==> src/rtl/clock_divider_pkg.sv <==
// Shared constants and helpers for the multi-channel clock divider.
package clock_divider_pkg;

  localparam int DEFAULT_DIV = 2;

  function automatic int ch_width(input int n);
    return (n <= 1) ? 1 : $clog2(n);
  endfunction

  // Ratios 0 and 1 cannot form a high and a low phase, so they run as 2.
  function automatic logic [31:0] clamp_div(input logic [31:0] d);
    return (d < 32'd2) ? 32'd2 : d;
  endfunction

endpackage

==> src/rtl/clock_divider_channel.sv <==
// One divider channel: period counter, duty decode and boundary-aligned divisor update.
module clock_divider_channel
  import clock_divider_pkg::*;
#(
  parameter int DIV_W   = 16,
  parameter int RST_DIV = 2
) (
  input  logic             clk,
  input  logic             rst,
  input  logic             en,
  input  logic             wr,
  input  logic [DIV_W-1:0] wr_val,
  output logic             div_clk,
  output logic             tick,
  output logic             busy
);

  localparam logic [DIV_W-1:0] ONE   = DIV_W'(1);
  localparam logic [DIV_W:0]   ONE_X = (DIV_W+1)'(1);

  logic [DIV_W-1:0] cnt;
  logic [DIV_W-1:0] act_div;
  logic [DIV_W-1:0] pend_div;
  logic [DIV_W-1:0] deff;
  logic [DIV_W:0]   cnt_nxt;
  logic [DIV_W:0]   high;
  logic             pend_v;
  logic             run;
  logic             boundary;

  always_comb begin
    deff     = DIV_W'(clamp_div(32'(act_div)));
    high     = ({1'b0, deff} + ONE_X) >> 1;
    cnt_nxt  = {1'b0, cnt} + ONE_X;
    boundary = !run || (cnt == deff - ONE);
  end

  always_ff @(posedge clk or posedge rst) begin
    if (rst) begin
      cnt     <= '0;
      act_div <= DIV_W'(RST_DIV);
      pend_v  <= 1'b0;
      run     <= 1'b0;
      div_clk <= 1'b0;
      tick    <= 1'b0;
    end else if (!en) begin
      // Idle channel: a write lands directly, otherwise flush any pending value.
      cnt     <= '0;
      run     <= 1'b0;
      div_clk <= 1'b0;
      tick    <= 1'b0;
      pend_v  <= 1'b0;
      if (wr)
        act_div <= wr_val;
      else if (pend_v)
        act_div <= pend_div;
    end else begin
      run <= 1'b1;
      if (boundary) begin
        cnt     <= '0;
        div_clk <= 1'b1;
        tick    <= 1'b1;
        if (pend_v) begin
          act_div <= pend_div;
          pend_v  <= 1'b0;
        end
      end else begin
        cnt     <= cnt_nxt[DIV_W-1:0];
        div_clk <= (cnt_nxt < high);
        tick    <= 1'b0;
      end
      // A write on a boundary edge is deferred to the next boundary.
      if (wr)
        pend_v <= 1'b1;
    end
  end

  // Pending value is pure data; its validity is tracked by pend_v.
  always_ff @(posedge clk) begin
    if (en && wr)
      pend_div <= wr_val;
  end

  assign busy = pend_v;

endmodule

==> src/rtl/clock_divider_multi.sv <==
// N_CH independent programmable clock dividers sharing one reference clock.
module clock_divider_multi
  import clock_divider_pkg::*;
#(
  parameter int  N_CH        = 4,
  parameter int  DIV_W       = 16,
  parameter int  DEFAULT_DIV = clock_divider_pkg::DEFAULT_DIV,
  parameter int  NEG_EDGE    = 1,
  localparam int CH_W        = ch_width(N_CH)
) (
  input  logic             clk_i,
  input  logic             rst_i,
  input  logic [N_CH-1:0]  en_i,
  input  logic             div_wr_i,
  input  logic [CH_W-1:0]  div_ch_i,
  input  logic [DIV_W-1:0] div_val_i,
  output logic [N_CH-1:0]  clk_o,
  output logic [N_CH-1:0]  tick_o,
  output logic [N_CH-1:0]  busy_o
);

  logic            act_clk;
  logic [N_CH-1:0] wr_ch;

  // Falling-edge operation is a static inversion of the reference clock.
  assign act_clk = (NEG_EDGE != 0) ? ~clk_i : clk_i;

  for (genvar c = 0; c < N_CH; c++) begin : g_ch
    // Out-of-range channel numbers match no channel and are dropped.
    assign wr_ch[c] = div_wr_i && (div_ch_i == CH_W'(c));

    clock_divider_channel #(
      .DIV_W   (DIV_W),
      .RST_DIV (DEFAULT_DIV)
    ) u_ch (
      .clk     (act_clk),
      .rst     (rst_i),
      .en      (en_i[c]),
      .wr      (wr_ch[c]),
      .wr_val  (div_val_i),
      .div_clk (clk_o[c]),
      .tick    (tick_o[c]),
      .busy    (busy_o[c])
    );
  end

endmodule

==> config.mk <==
export PLATFORM = sky130hd
export DESIGN_NAME = clock_divider_multi
export DESIGN_NICKNAME = d
export VERILOG_FILES = /design/src/rtl/clock_divider_pkg.sv /design/src/rtl/clock_divider_channel.sv /design/src/rtl/clock_divider_multi.sv
export SDC_FILE = /design/constraint.sdc
export NUM_CORES = 1
export LEC_CHECK = 0
export CAP_MARGIN = 30
export CORE_ASPECT_RATIO = 0.75
export CORE_MARGIN = 4
export CORE_UTILIZATION = 55
export DETAILED_ROUTE_END_ITERATION = 12
export GPL_ROUTABILITY_DRIVEN = 0
export PLACE_DENSITY = 0.72
export SLEW_MARGIN = 5
export SYNTH_ARGS = -nofsm -noshare
export SYNTH_HDL_FRONTEND = slang
export SYNTH_SLANG_ARGS = --single-unit
==> constraint.sdc <==
create_clock -name clk_i -period 6.8 [get_ports clk_i]
set_input_delay 1.7 -clock clk_i [delete_from_list [all_inputs] [get_ports clk_i]]
set_output_delay 1.7 -clock clk_i [all_outputs]
set_load 0.1 [all_outputs]
==> impl_results.md, run 1 <==
* DRC violations left at 0
* Register area share after synthesis at 41.3%
* Number of top-level pins at 37
* Syn_area_per_cell at 10.1 µm²
* Slew @ Worst Pin at 0.812 ns
* GRT Residual Overflow at 0
* Antenna cells at 0
* CTS Buf Count at 22
* Clk_lat worst skew at 0.59 ns
* Hpwl dp at 22700 µm
* Clock Power Share at 35.4%
* Vias per inst at 6.01
* Drt wl/cell at 18.2 µm
* Dpl cell area at 14100 µm²
* Startpoint types: input pin
* First-pass DRT Iterations at 5
* Synth top area cells: dfrtn_1, edfxtp_1, xnor2_1
* 1st-iter DRT viols at 890
* Flop pwr share at 42.8%
* Site Rows at 49
* Proportion of layout cells with a drive suffix above 1 at 9.48%
* Max incr delay on CP at 0.54 ns
* First-pass GRT wire length at 52700 µm
* Most used DFF post-synth: dfrtn_1
* Slack of the critical path at 0.292 ns
* Worst hold slack at 0.474 ns
* Status: complete, no violations
* Syn Std Cell Area at 13400 µm²
* Final WL at 31800 µm
* CTS max path bufs at 3
* Area leader, netlist: dfrtn_1
* Worst Path Max Fanout at 10
* Crit path DAT at 3.62 ns
* Starting density of the core at 55.9%
* Peak supply drop at 291 µV
* Die width at 188 µm
* Fillers at 1961
* Post-Synthesis Cells at 1333
* Max-slew violation count at 0
* Clock Pin Slew Worst Setup and Hold Paths at 0.05 ns
* Hold Crit Class: reg2reg
* Power Density at 261 nW/µm²
* Post-CTS sizing at 0
* Crit Path Class: in2reg
* Net Sw Frac at 34.0%
* Cell Chain, Critical Path: clkdlybuf4s50_1 -> nor2b_1 -> or3b_2 -> a32oi_1 -> buf_4 -> a2bb2oi_1
* Port Buffer Count at 36
* Post-synth EDFFs at 64
* CP required at 3.92 ns
* Max Clock Skew at 0.0759 ns
* Final #Nets at 1494
* Buf+Inv Stages, Crit Path at 2
* Cell area after layout at 15100 µm²
* Final hold vios at 0
* Hold bufs inserted after CTS at 0
* Routed Antenna Nets at 0
* Largest net degree at the start of global routing at 73
* P_sw at 1.34 mW
* Initial antenna violation count at 0
* Pleak at 6.24 nW
* H-tree depth at 1
* Critical Path Slowest Stage Cell: or3b_2
* RSZ-0062 raised after global routing: false
* Delay-heaviest family, CP: buffers and inverters
* Vias in the first global route at 10.1k
* Die area at 27000 µm²
* Area Growth Syn to Fin at 12.4%
* Post-synthesis cell type count at 80
* Synth warn at 0
* Postcts setup bufs at 0
* Place WS at -0.242 ns
* Core area at 24000 µm²
* Global Route Usage Sum at 23.5%
* Vert. Die Dim at 143 µm
* Setup crit end kind: register
* CTS tree: done
* Final Setup Violations at 0
* Worst slew margin at 45.9%
* Power share of the combinational group at 21.8%
* Yosys top cell area share at 26.1%
* Post-synthesis register bit count at 208
* Root Buffer: clkbuf_16
* Internal at 2.60 mW
* Clock sinks at 208
* Fin util at 62.9%
* Syn_nets at 1430
* Share of flip-flops with an asynchronous set or reset at 69.2%
* Via count at 10.5k
* Max-cap violations at 0
layer usage:
metal  part of all wire, %  GRT usage [%]  vias to the layer above
met1                    50           36.5                     5077
met2                    41           34.6                      325
met5                     0              0                        -
li1                      -              -                     5034
met3                   7.3           4.25                       39
met4                   1.7           4.75                        0
synthesized netlist by cell type (32+ instances only):
master / instances
nor2b_1: 56
nand3_1: 58
clkbuf_1: 62
nor2_1: 74
ha_1: 72
inv_1: 32
and3_1: 44
xor2_1: 69
edfxtp_1: 64
nand4_1: 34
a2bb2oi_1: 47
xnor2_1: 118
dfrtn_1: 140
nand2_1: 71
o22ai_1: 66
a21oi_1: 33
worst paths after layout:
path                                           from                        to  slack (ns)  cells past startpoint
min reg2reg                     g_ch[2].u_ch.cnt[0]       g_ch[2].u_ch.cnt[0]        0.47                      1
max reg2reg                g_ch[1].u_ch.act_div[13]  g_ch[1].u_ch.act_div[12]        2.29                     13
max in group asynchronous                     rst_i   g_ch[3].u_ch.act_div[1]        1.42                      3
min                             g_ch[2].u_ch.cnt[0]       g_ch[2].u_ch.cnt[0]        0.47                      1
max                                        div_wr_i   g_ch[0].u_ch.act_div[1]        0.29                      6
min in group asynchronous                     rst_i   g_ch[2].u_ch.act_div[2]        4.93                      3
cells in the final DEF (no fill, tap or decap), drive strengths merged, types with 35 or more instances in the layout:
cell type,synthesis,routed
nand4,35,35
inv,32,101
dfrtn,140,140
buf,40,51
nand3,58,58
xor2,69,69
o22ai,66,66
nand2,71,71
xnor2,118,118
a2bb2oi,61,61
edfxtp,64,64
and3,44,44
nor2,74,74
ha,72,72
nor2b,56,56
sequential cells by signal (all words and copies together) (netlist names):
| signal | count |
|---|---|
| g_ch.u_ch.busy | 4 |
| g_ch.u_ch.cnt | 64 |
| g_ch.u_ch.run | 4 |
| g_ch.u_ch.pend_div | 64 |
| g_ch.u_ch.act_div | 64 |
| g_ch.u_ch.div_clk | 4 |
| g_ch.u_ch.tick | 4 |
through the flow:
stage	cells	power (mW)	setup TNS, ns
after floorplan	1333	2.40	0
after global routing	1744	4.17	0
after global placement	1637	2.58	-3.03
final	1744	3.93	0
after detailed placement	1637	2.61	-4.81
after CTS	1744	3.95	0
cell type report:
class,count,area [µm²],area share [%]
tap,331,414,2.75
clock inverter,80,367,2.43
timing repair buffer,75,748,4.97
inverter,31,120,0.797
sequential,208,5530,36.7
multi-input combinational,991,7260,48.2
clock buffer,28,626,4.15
cell families (layout without fill, tap and decap cells):
kind of cell | count (synthesis) | after routing | share of synthesized area (%)
flip-flops | 208 | 208 | 41.3
adder cells (fa/ha/maj) | 72 | 72 | 6.72
buffers and inverters | 134 | 214 | 4.58
multiplexers | 4 | 4 | 0.299
AND/OR/NAND/NOR | 451 | 451 | 18.9
XOR/XNOR | 187 | 187 | 12.2
AO/OA/AOI/OAI | 277 | 277 | 16.0
power groups by stage:
stage	Combinational [mW]	Clock [mW]	Sequential [mW]
floorplan	0.851	0.0605	1.49
global placement	0.828	0.0605	1.69
detailed placement	0.852	0.0605	1.70
CTS	0.860	1.42	1.68
global route	0.959	1.51	1.71
finish	0.858	1.39	1.68
No activity file was read; power rests on OpenSTA's default activity.
==> inputs of run 2 (changes only) <==
SKIP_LAST_GASP = 1   (was not set)
==> results of run 2 <==
No change in the layout: final DEF, timing and power equal those of run 1.
